--- src/rtl/rx_sched_pkg.sv ---
// Shared types and default constants for the RX frame scheduler.
package rx_sched_pkg;

  // Scheduler FSM states, in frame order
  typedef enum logic [2:0] {
    IDLE,
    LOAD,
    RUN,
    DRAIN,
    GAP
  } sched_state_t;

  // Which decoder the active (or most recent) frame belongs to
  typedef enum logic {
    MODE_V,
    MODE_N
  } sched_mode_t;

  // Default frame-length width, inter-frame gap and RUN watchdog limit
  localparam int unsigned LEN_W_DEF       = 10;
  localparam int unsigned GAP_CYC_DEF     = 4;
  localparam int unsigned TIMEOUT_CYC_DEF = 4096;

endpackage

--- src/rtl/rr_arb2.sv ---
// Two-way round-robin arbiter for the frame scheduler.
// Bit 0 is the V requester, bit 1 is the N requester. Purely combinational;
// the caller owns the last-grant register.
module rr_arb2
  import rx_sched_pkg::*;
(
  input  logic [1:0]  req_i,
  input  logic        en_i,
  input  sched_mode_t lastGrant_i,
  output logic [1:0]  gnt_o
);

  // A lone request wins outright; a tie goes to the side that did not win last
  always_comb begin
    gnt_o = 2'b00;
    if (en_i) begin
      case (req_i)
        2'b01:   gnt_o = 2'b01;
        2'b10:   gnt_o = 2'b10;
        2'b11:   gnt_o = (lastGrant_i == MODE_N) ? 2'b01 : 2'b10;
        default: gnt_o = 2'b00;
      endcase
    end
  end

endmodule

--- src/rtl/rx_frame_sched.sv ---
// RX-RAM decode frame scheduler for the V (6-bit) and N (4-bit) symbol decoders.
// Grants one of two frame requesters round-robin, latches the frame length into
// weight_pack, opens the data_std window and closes it on flag_down_last_data,
// then holds an idle gap before the next grant. Every output is a register.
// Optional RUN-state watchdog: define RX_SCHED_TIMEOUT_EN to enable it; the
// TIMEOUT_CYC parameter exists only in that build.
module rx_frame_sched
  import rx_sched_pkg::*;
#(
  parameter int unsigned LEN_W   = LEN_W_DEF,
  parameter int unsigned GAP_CYC = GAP_CYC_DEF
`ifdef RX_SCHED_TIMEOUT_EN
  ,
  parameter int unsigned TIMEOUT_CYC = TIMEOUT_CYC_DEF
`endif
) (
  input  logic             clk_15_o,
  input  logic             nrst,
  input  logic             req_v,
  input  logic [LEN_W-1:0] len_v,
  input  logic             req_n,
  input  logic [LEN_W-1:0] len_n,
  input  logic             flag_down_last_data,
  output logic             gnt_v,
  output logic             gnt_n,
  output logic             done_v,
  output logic             done_n,
  output logic             data_std,
  output logic             cod_ce_v,
  output logic             cod_ce_n,
  output logic [LEN_W-1:0] weight_pack,
  output logic             busy,
  output logic             timeout_err
);

  localparam int unsigned GW = $clog2(GAP_CYC + 1);

  sched_state_t     state_q;
  sched_mode_t      lastGrant_q;
  logic [GW-1:0]    gapCnt_q;
  logic [LEN_W-1:0] weight_q;
  logic             gntV_q;
  logic             gntN_q;
  logic             doneV_q;
  logic             doneN_q;
  logic             dataStd_q;
  logic             codCeV_q;
  logic             codCeN_q;
  logic             busy_q;

  logic [1:0]       arbGnt;
  logic             runEnd;

  rr_arb2 u_arb (
    .req_i       ({req_n, req_v}),
    .en_i        (state_q == IDLE),
    .lastGrant_i (lastGrant_q),
    .gnt_o       (arbGnt)
  );

`ifdef RX_SCHED_TIMEOUT_EN
  localparam int unsigned TW = (TIMEOUT_CYC > 1) ? $clog2(TIMEOUT_CYC) : 1;

  logic [TW-1:0] runCnt_q;
  logic          timeoutErr_q;
  logic          runExpire;

  assign runExpire   = (runCnt_q == TW'(TIMEOUT_CYC - 1));
  assign runEnd      = flag_down_last_data | runExpire;
  assign timeout_err = timeoutErr_q;
`else
  assign runEnd      = flag_down_last_data;
  assign timeout_err = 1'b0;
`endif

  // Frame sequencing FSM; pulses default low and are raised for one cycle only
  always_ff @(posedge clk_15_o or negedge nrst) begin
    if (!nrst) begin
      state_q      <= IDLE;
      lastGrant_q  <= MODE_N;
      gapCnt_q     <= '0;
      weight_q     <= '0;
      gntV_q       <= 1'b0;
      gntN_q       <= 1'b0;
      doneV_q      <= 1'b0;
      doneN_q      <= 1'b0;
      dataStd_q    <= 1'b0;
      codCeV_q     <= 1'b0;
      codCeN_q     <= 1'b0;
      busy_q       <= 1'b0;
`ifdef RX_SCHED_TIMEOUT_EN
      runCnt_q     <= '0;
      timeoutErr_q <= 1'b0;
`endif
    end else begin
      gntV_q  <= 1'b0;
      gntN_q  <= 1'b0;
      doneV_q <= 1'b0;
      doneN_q <= 1'b0;
      case (state_q)
        IDLE: begin
          if (arbGnt[0]) begin
            gntV_q      <= 1'b1;
            weight_q    <= len_v;
            lastGrant_q <= MODE_V;
            codCeV_q    <= 1'b1;
            busy_q      <= 1'b1;
            state_q     <= LOAD;
`ifdef RX_SCHED_TIMEOUT_EN
            timeoutErr_q <= 1'b0;
`endif
          end else if (arbGnt[1]) begin
            gntN_q      <= 1'b1;
            weight_q    <= len_n;
            lastGrant_q <= MODE_N;
            codCeN_q    <= 1'b1;
            busy_q      <= 1'b1;
            state_q     <= LOAD;
`ifdef RX_SCHED_TIMEOUT_EN
            timeoutErr_q <= 1'b0;
`endif
          end
        end
        LOAD: begin
          dataStd_q <= 1'b1;
          state_q   <= RUN;
`ifdef RX_SCHED_TIMEOUT_EN
          runCnt_q  <= '0;
`endif
        end
        RUN: begin
          if (runEnd) begin
            dataStd_q <= 1'b0;
            doneV_q   <= (lastGrant_q == MODE_V);
            doneN_q   <= (lastGrant_q == MODE_N);
            state_q   <= DRAIN;
`ifdef RX_SCHED_TIMEOUT_EN
            if (!flag_down_last_data) begin
              timeoutErr_q <= 1'b1;
            end
`endif
          end
`ifdef RX_SCHED_TIMEOUT_EN
          else begin
            runCnt_q <= runCnt_q + TW'(1);
          end
`endif
        end
        DRAIN: begin
          codCeV_q <= 1'b0;
          codCeN_q <= 1'b0;
          gapCnt_q <= '0;
          state_q  <= GAP;
        end
        GAP: begin
          if (gapCnt_q == GW'(GAP_CYC - 1)) begin
            busy_q  <= 1'b0;
            state_q <= IDLE;
          end else begin
            gapCnt_q <= gapCnt_q + GW'(1);
          end
        end
        default: begin
          state_q <= IDLE;
        end
      endcase
    end
  end

  assign gnt_v       = gntV_q;
  assign gnt_n       = gntN_q;
  assign done_v      = doneV_q;
  assign done_n      = doneN_q;
  assign data_std    = dataStd_q;
  assign cod_ce_v    = codCeV_q;
  assign cod_ce_n    = codCeN_q;
  assign weight_pack = weight_q;
  assign busy        = busy_q;

endmodule

--- config.mk ---
export PLATFORM = sky130hd
export DESIGN_NAME = rx_frame_sched
export DESIGN_NICKNAME = d
export VERILOG_FILES = /design/src/rtl/rx_sched_pkg.sv /design/src/rtl/rr_arb2.sv /design/src/rtl/rx_frame_sched.sv
export SDC_FILE = /design/constraint.sdc
export NUM_CORES = 1
export LEC_CHECK = 0
export CORE_ASPECT_RATIO = 0.7
export CORE_MARGIN = 3
export CORE_UTILIZATION = 46
export CTS_BUF_LIST = sky130_fd_sc_hd__clkbuf_8
export CTS_CLUSTER_SIZE = 8
export DETAILED_ROUTE_END_ITERATION = 10
export HOLD_SLACK_MARGIN = 0.12
export PLACE_DENSITY = 0.83
export SLEW_MARGIN = 25
export SYNTH_ARGS = -nofsm -noshare
export SYNTH_HDL_FRONTEND = slang
export SYNTH_SLANG_ARGS = --single-unit
--- constraint.sdc ---
create_clock -name clk_15_o -period 2.05 [get_ports clk_15_o]
set_input_delay 0.615 -clock clk_15_o [delete_from_list [all_inputs] [get_ports clk_15_o]]
set_output_delay 0.615 -clock clk_15_o [all_outputs]
set_load 0.05 [all_outputs]
== After elaboration in Yosys (flattened, before gate mapping) ==
Index checks and enable logic that the tools add are counted.
Operators by class
  add/sub/neg operators: 1
  equal/unequal tests: 15
  muxes and demuxes: 32
  bitwise operators: 1
  reduce and logical (&&, ||, !) cells: 13
Operator list (count)
  10-bit two-way mux: 2
  1-bit two-way mux: 16
  3-bit two-way mux: 5
  3-bit one-hot mux with 5 select lines: 1
  2-bit != test (second input constant): 6
  2-bit nonzero test: 5
  3-bit by 2-bit equality test with 1-bit output (second input constant): 3
  3-bit AND reduction: 3
  1-bit one-hot mux with 2 select lines: 4
  2-bit AND reduction: 4
  2-bit one-hot mux with 3 select lines: 1
  3-bit one-hot mux with 2 select lines: 1
  2-bit equality test (second input constant): 2
  2-bit two-way mux: 2
  3-bit by 1-bit adder with 3-bit output (second input constant): 1
  3-bit by 1-bit equality test with 1-bit output (second input constant): 1
  3-bit equality test (second input constant): 1
  3-bit zero test: 1
  3-bit != test (second input constant): 1
  2-bit by 1-bit equality test with 1-bit output (second input constant): 1
  1-bit NOT: 1
Storage, ports and cells
  bits in registers: 25
  word-level logic and storage cells: 74

== Depth between registers and ports, before layout ==
  word-level depth: 6
  mapped depth: 5

== Hierarchy ==
From an unflattened synthesis, not the netlist that was laid out.
Unflattened totals
  cell total of the unflattened synthesis: 103
  area total of the unflattened synthesis: 1252.5 µm²
Modules (own cells, without submodules)
  rx_frame_sched: instances 1, cells an instance 98, area each 1231.2 µm²
  rr_arb2: instances 1, cells an instance 5, area each 21.3 µm²

== Least setup slack after synthesis ==
OpenSTA, ideal clock, no wires.
  path type: flip-flop to flip-flop
  start: register gapCnt_q[0]
  end: register gapCnt_q[1]
  library setup time: 0.120 ns
  data arrival time: 1.402 ns
  required time: 1.930 ns
  path slack: 0.528 ns
  stages on the path, launching flop included: 6
  path buffers: 0
  period minus slack after synthesis: 1.522 ns
  path through: dfrtp_1 -> ha_1 -> ha_1 -> or4b_1 -> nor2_1 -> nor3_1
On the way
  longest elaborated chain between the ends: 3
  elaborated cells between the ends (all ways): 6
  those cells by class: add/sub: 1; eq/ne: 2; mux: 2; reduce/logical: 1
Ends and longest elaborated chain
  from (decl): RTL line rx_frame_sched.sv:40  | logic [GW-1:0] gapCnt_q;
  from (signal assigned): RTL line rx_frame_sched.sv:160  | gapCnt_q <= gapCnt_q + GW'(1);
  3-bit by 1-bit adder with 3-bit output or 3-bit by 2-bit equality test with 1-bit output (tied branches): RTL line rx_frame_sched.sv:160, rx_frame_sched.sv:156
  3-bit two-way mux or 2-bit != test (tied branches)
  3-bit one-hot mux with 2 select lines or 2-bit AND reduction (tied branches)
Several ways; a longest one is shown, not always the timed one. The select of a mux whose other input is x is not followed.
A chain may end at the register's enable or synchronous reset.

== Final worst setup path ==
  start: input req_n
  end: register weight_q[2], in the netlist weight_pack[2]
On the way
  longest elaborated chain between the ends: 5
  elaborated cells between the ends (all ways): 8
  those cells by class: eq/ne: 3; mux: 3; reduce/logical: 2
Ends and longest elaborated chain
  from (decl): RTL line rx_frame_sched.sv:21  | input logic req_n,
  2-bit equality test or 2-bit by 1-bit equality test with 1-bit output (tied branches): RTL line rr_arb2.sv:17  | case (req_i)
  2-bit one-hot mux with 3 select lines (*): RTL line rr_arb2.sv:17
  2-bit two-way mux (*): RTL line rr_arb2.sv:16  | if (en_i) begin
  2-bit nonzero test (no source line)
  2-bit AND reduction (no source line)
  to (signal assigned): RTL line rx_frame_sched.sv:104  | weight_q <= len_v;
  to (signal assigned): RTL line rx_frame_sched.sv:114  | weight_q <= len_n;
  to (decl): RTL line rx_frame_sched.sv:41  | logic [LEN_W-1:0] weight_q;
Mark *: on every way between the ends. The rest lies on a longest branch, timed or not.

==> run metrics <==
Crit Path Max Fanout=10; power per cell area=1594 nW/um^2; worst-case clock buffer depth=2; DRC=0; core area=2515 sq um; Synth Flop Type=dfrtp_1; Sw Share=49.98%; Die ar.=3358 sq um; initial drt markers=71; Mapped Area=1237 sq um; crit path launch type=input port; crit path time final=1.854 ns; GRT Util Overall=19.29%; vias in the first global route=1080; die height=49.40 um; DP HPWL=2319 um; Yosys top cell area share=48.53%; syn_area_per_cell=9.744 sq um; Gate power share=59.2%; crit end category=register; final setup fails=0; Post-synth EDFFs=0; status=complete, no violations; Synth Register Bits=25; post-route cell area=1687 sq um; M1 GR Usage=27.86%; Num Clock Sinks=25; worst path arrival time=2.04 ns; via count=1147; # resized after CTS=0; Worst-Margin Slew=0.6914 ns; GR Layer Usage met3=4.147%; CTS clock-pin slew for the worst setup and hold paths=0.08 ns; Ports=44; Layout area overhead=36.30%; ys async rst share=100.0%; sequential share of the synthesized area=50.66%; RSZ-0062 raised after global routing=no; first-pass GRT wire length=4961 um; count leader, synth=dfrtp_1; layout cells sized above 1=18.45%; Syn Nets=154; Clock Root Buffer=clkbuf_8; antenna violations before repair=0; Fin. Hold Viols=0; Req. time, crit path=2.23 ns; row cnt=15; Clock Latency Late Sink=0.26 ns; Ys Warns=0; final core occ=67.06%; number of distinct library cells after synthesis=34; H-tree depth=1; met2 Use GR=28.96%; Setup TNS Final=0 ns; WL per Instance=15.01 um; # nets final=196; first-pass iteration count of the detailed router=4; CTS tree=yes; max-cap viol count=0; GR peak layer=met2; switching power=0.001344 W; Post-synth top cells=dfrtp_1, a21oi_1, o31ai_1; routability-driven placement congestion ratio=0.8221; Antenna Cells=0; Post-Syn Instances=127; routed wire length=3032 um; dominant cell type by area after synthesis=dfrtp_1; Seq pwr share=30.4%; max-slew violations=0; Int Power=0.001345 W; # port buffers=42; crit share post-route=90.44%; Max Clock Freq=0.5394 GHz; Routed Antenna Nets=0; Cell Area, Placed=1642 sq um; worst min path class=register to register; vias per std cell=5.678; Horiz. Die Dim=67.99 um; largest net degree at the start of global routing=26; clock share of power=10.4%; Static Leak=0.7112 nW; Slew HR=53.81%; final clock skew=0.002820 ns; hold_buf cts=0; worst vdd ir=0.0009758 V; GRT Residual Overflow=0; Post-CTS Setup Repair Bufs=0; starting density of the core=49.20%; Synth area leaders=dfrtp_1, o31ai_1, a21oi_1; cts bufs inserted=3; Crit Path Class=input port to register
==> registers in the layout, indices dropped and copies added (netlist names) <==
register	count
busy	1
cod_ce_n	1
cod_ce_v	1
data_std	1
done_n	1
done_v	1
gapCnt_q	3
gnt_n	1
gnt_v	1
lastGrant_q	1
state_q	3
weight_pack	10
==> cell usage in the layout (no fill, tap or decap), drive strengths merged, types with 2 or more instances in the layout <==
master and count:
a211oi 3, o21ai 3, nand4 10, nand2 5, dfrtp 24, ha 2
nor3 3, a31oi 10, inv 5, buf 25, clkbuf 3, nor2 6
nor4 2, a21oi 15, nand2b 2, nand3 2, o31ai 11, clkdlybuf4s50 24
==> path summary, 6_finish.rpt <==
kind	slack [ns]	start	cells past startpoint	end
worst max-delay path	0.20	req_n	4	weight_pack[2]$_DFFE_PN0P_
worst min-delay path	0.50	busy$_DFFE_PN0P_	1	busy$_DFFE_PN0P_
worst max register to register	0.42	gapCnt_q[0]$_DFFE_PN0P_	5	gapCnt_q[1]$_DFFE_PN0P_
worst min register to register	0.50	busy$_DFFE_PN0P_	1	busy$_DFFE_PN0P_
max in group asynchronous	1.06	nrst	2	lastGrant_q$_DFFE_PN1P_
min in group asynchronous	0.70	nrst	2	weight_pack[9]$_DFFE_PN0P_
==> worst max-delay path, stage by stage <==
cell and delay, ns:
clkdlybuf4s50_1 0.51, nor2b_1 0.58, o31ai_1 0.12, a31oi_1 0.21
==> cells by family after synthesis <==
group,count (synthesis),share of synthesized area (%)
compound gates,44,22.04
simple gates,37,17.39
flops,25,50.66
buf+inv,17,6.875
fa+ha+maj,2,2.022
xor+xnor,1,0.7079
other cells,1,0.3030
==> layout make-up <==
type                       instances  area (sq um)
fill                             196         828.3
multi-input combinational         85         525.5
clock inverter                     1         3.754
inverter                           5         18.77
clock buffer                       3         41.29
tap                               34         42.54
timing repair buffer              49         427.9
sequential                        25         626.9
==> per-layer routing <==
layer / up-vias / part of all wire [%] / wire length, um
met5: - / 0 / 0
met4: 0 / 1.6 / 48
met3: 4 / 4.9 / 148
met2: 32 / 47 / 1430
met1: 556 / 46 / 1405
li1: 555 / - / -
==> through the flow <==
stage | worst slack, ns | total power, W | hold slack [ns] | cells
final | 0.1960 | 0.002689 | 0.5025 | 202
after global routing | 0.07265 | 0.002849 | 0.5362 | 202
after CTS | 0.2223 | 0.002698 | 0.5086 | 202
after detailed placement | -0.05004 | 0.002416 | 0.4938 | 198
after global placement | 0.01267 | 0.002372 | 0.4637 | 198
after floorplan | 0.5276 | 0.001979 | 0.3194 | 127
==> power groups by stage <==
stage	clock network, W	registers, W	logic, W
2_1_floorplan	0	0.00134	0.000643
3_3_place_gp	0	0.000813	0.00156
3_5_place_dp	0	0.000826	0.00159
4_1_cts	0.000286	0.000818	0.00159
5_1_grt	0.000303	0.000839	0.00171
6_report	0.000280	0.000818	0.00159
Power figures use the tool's default switching activity.
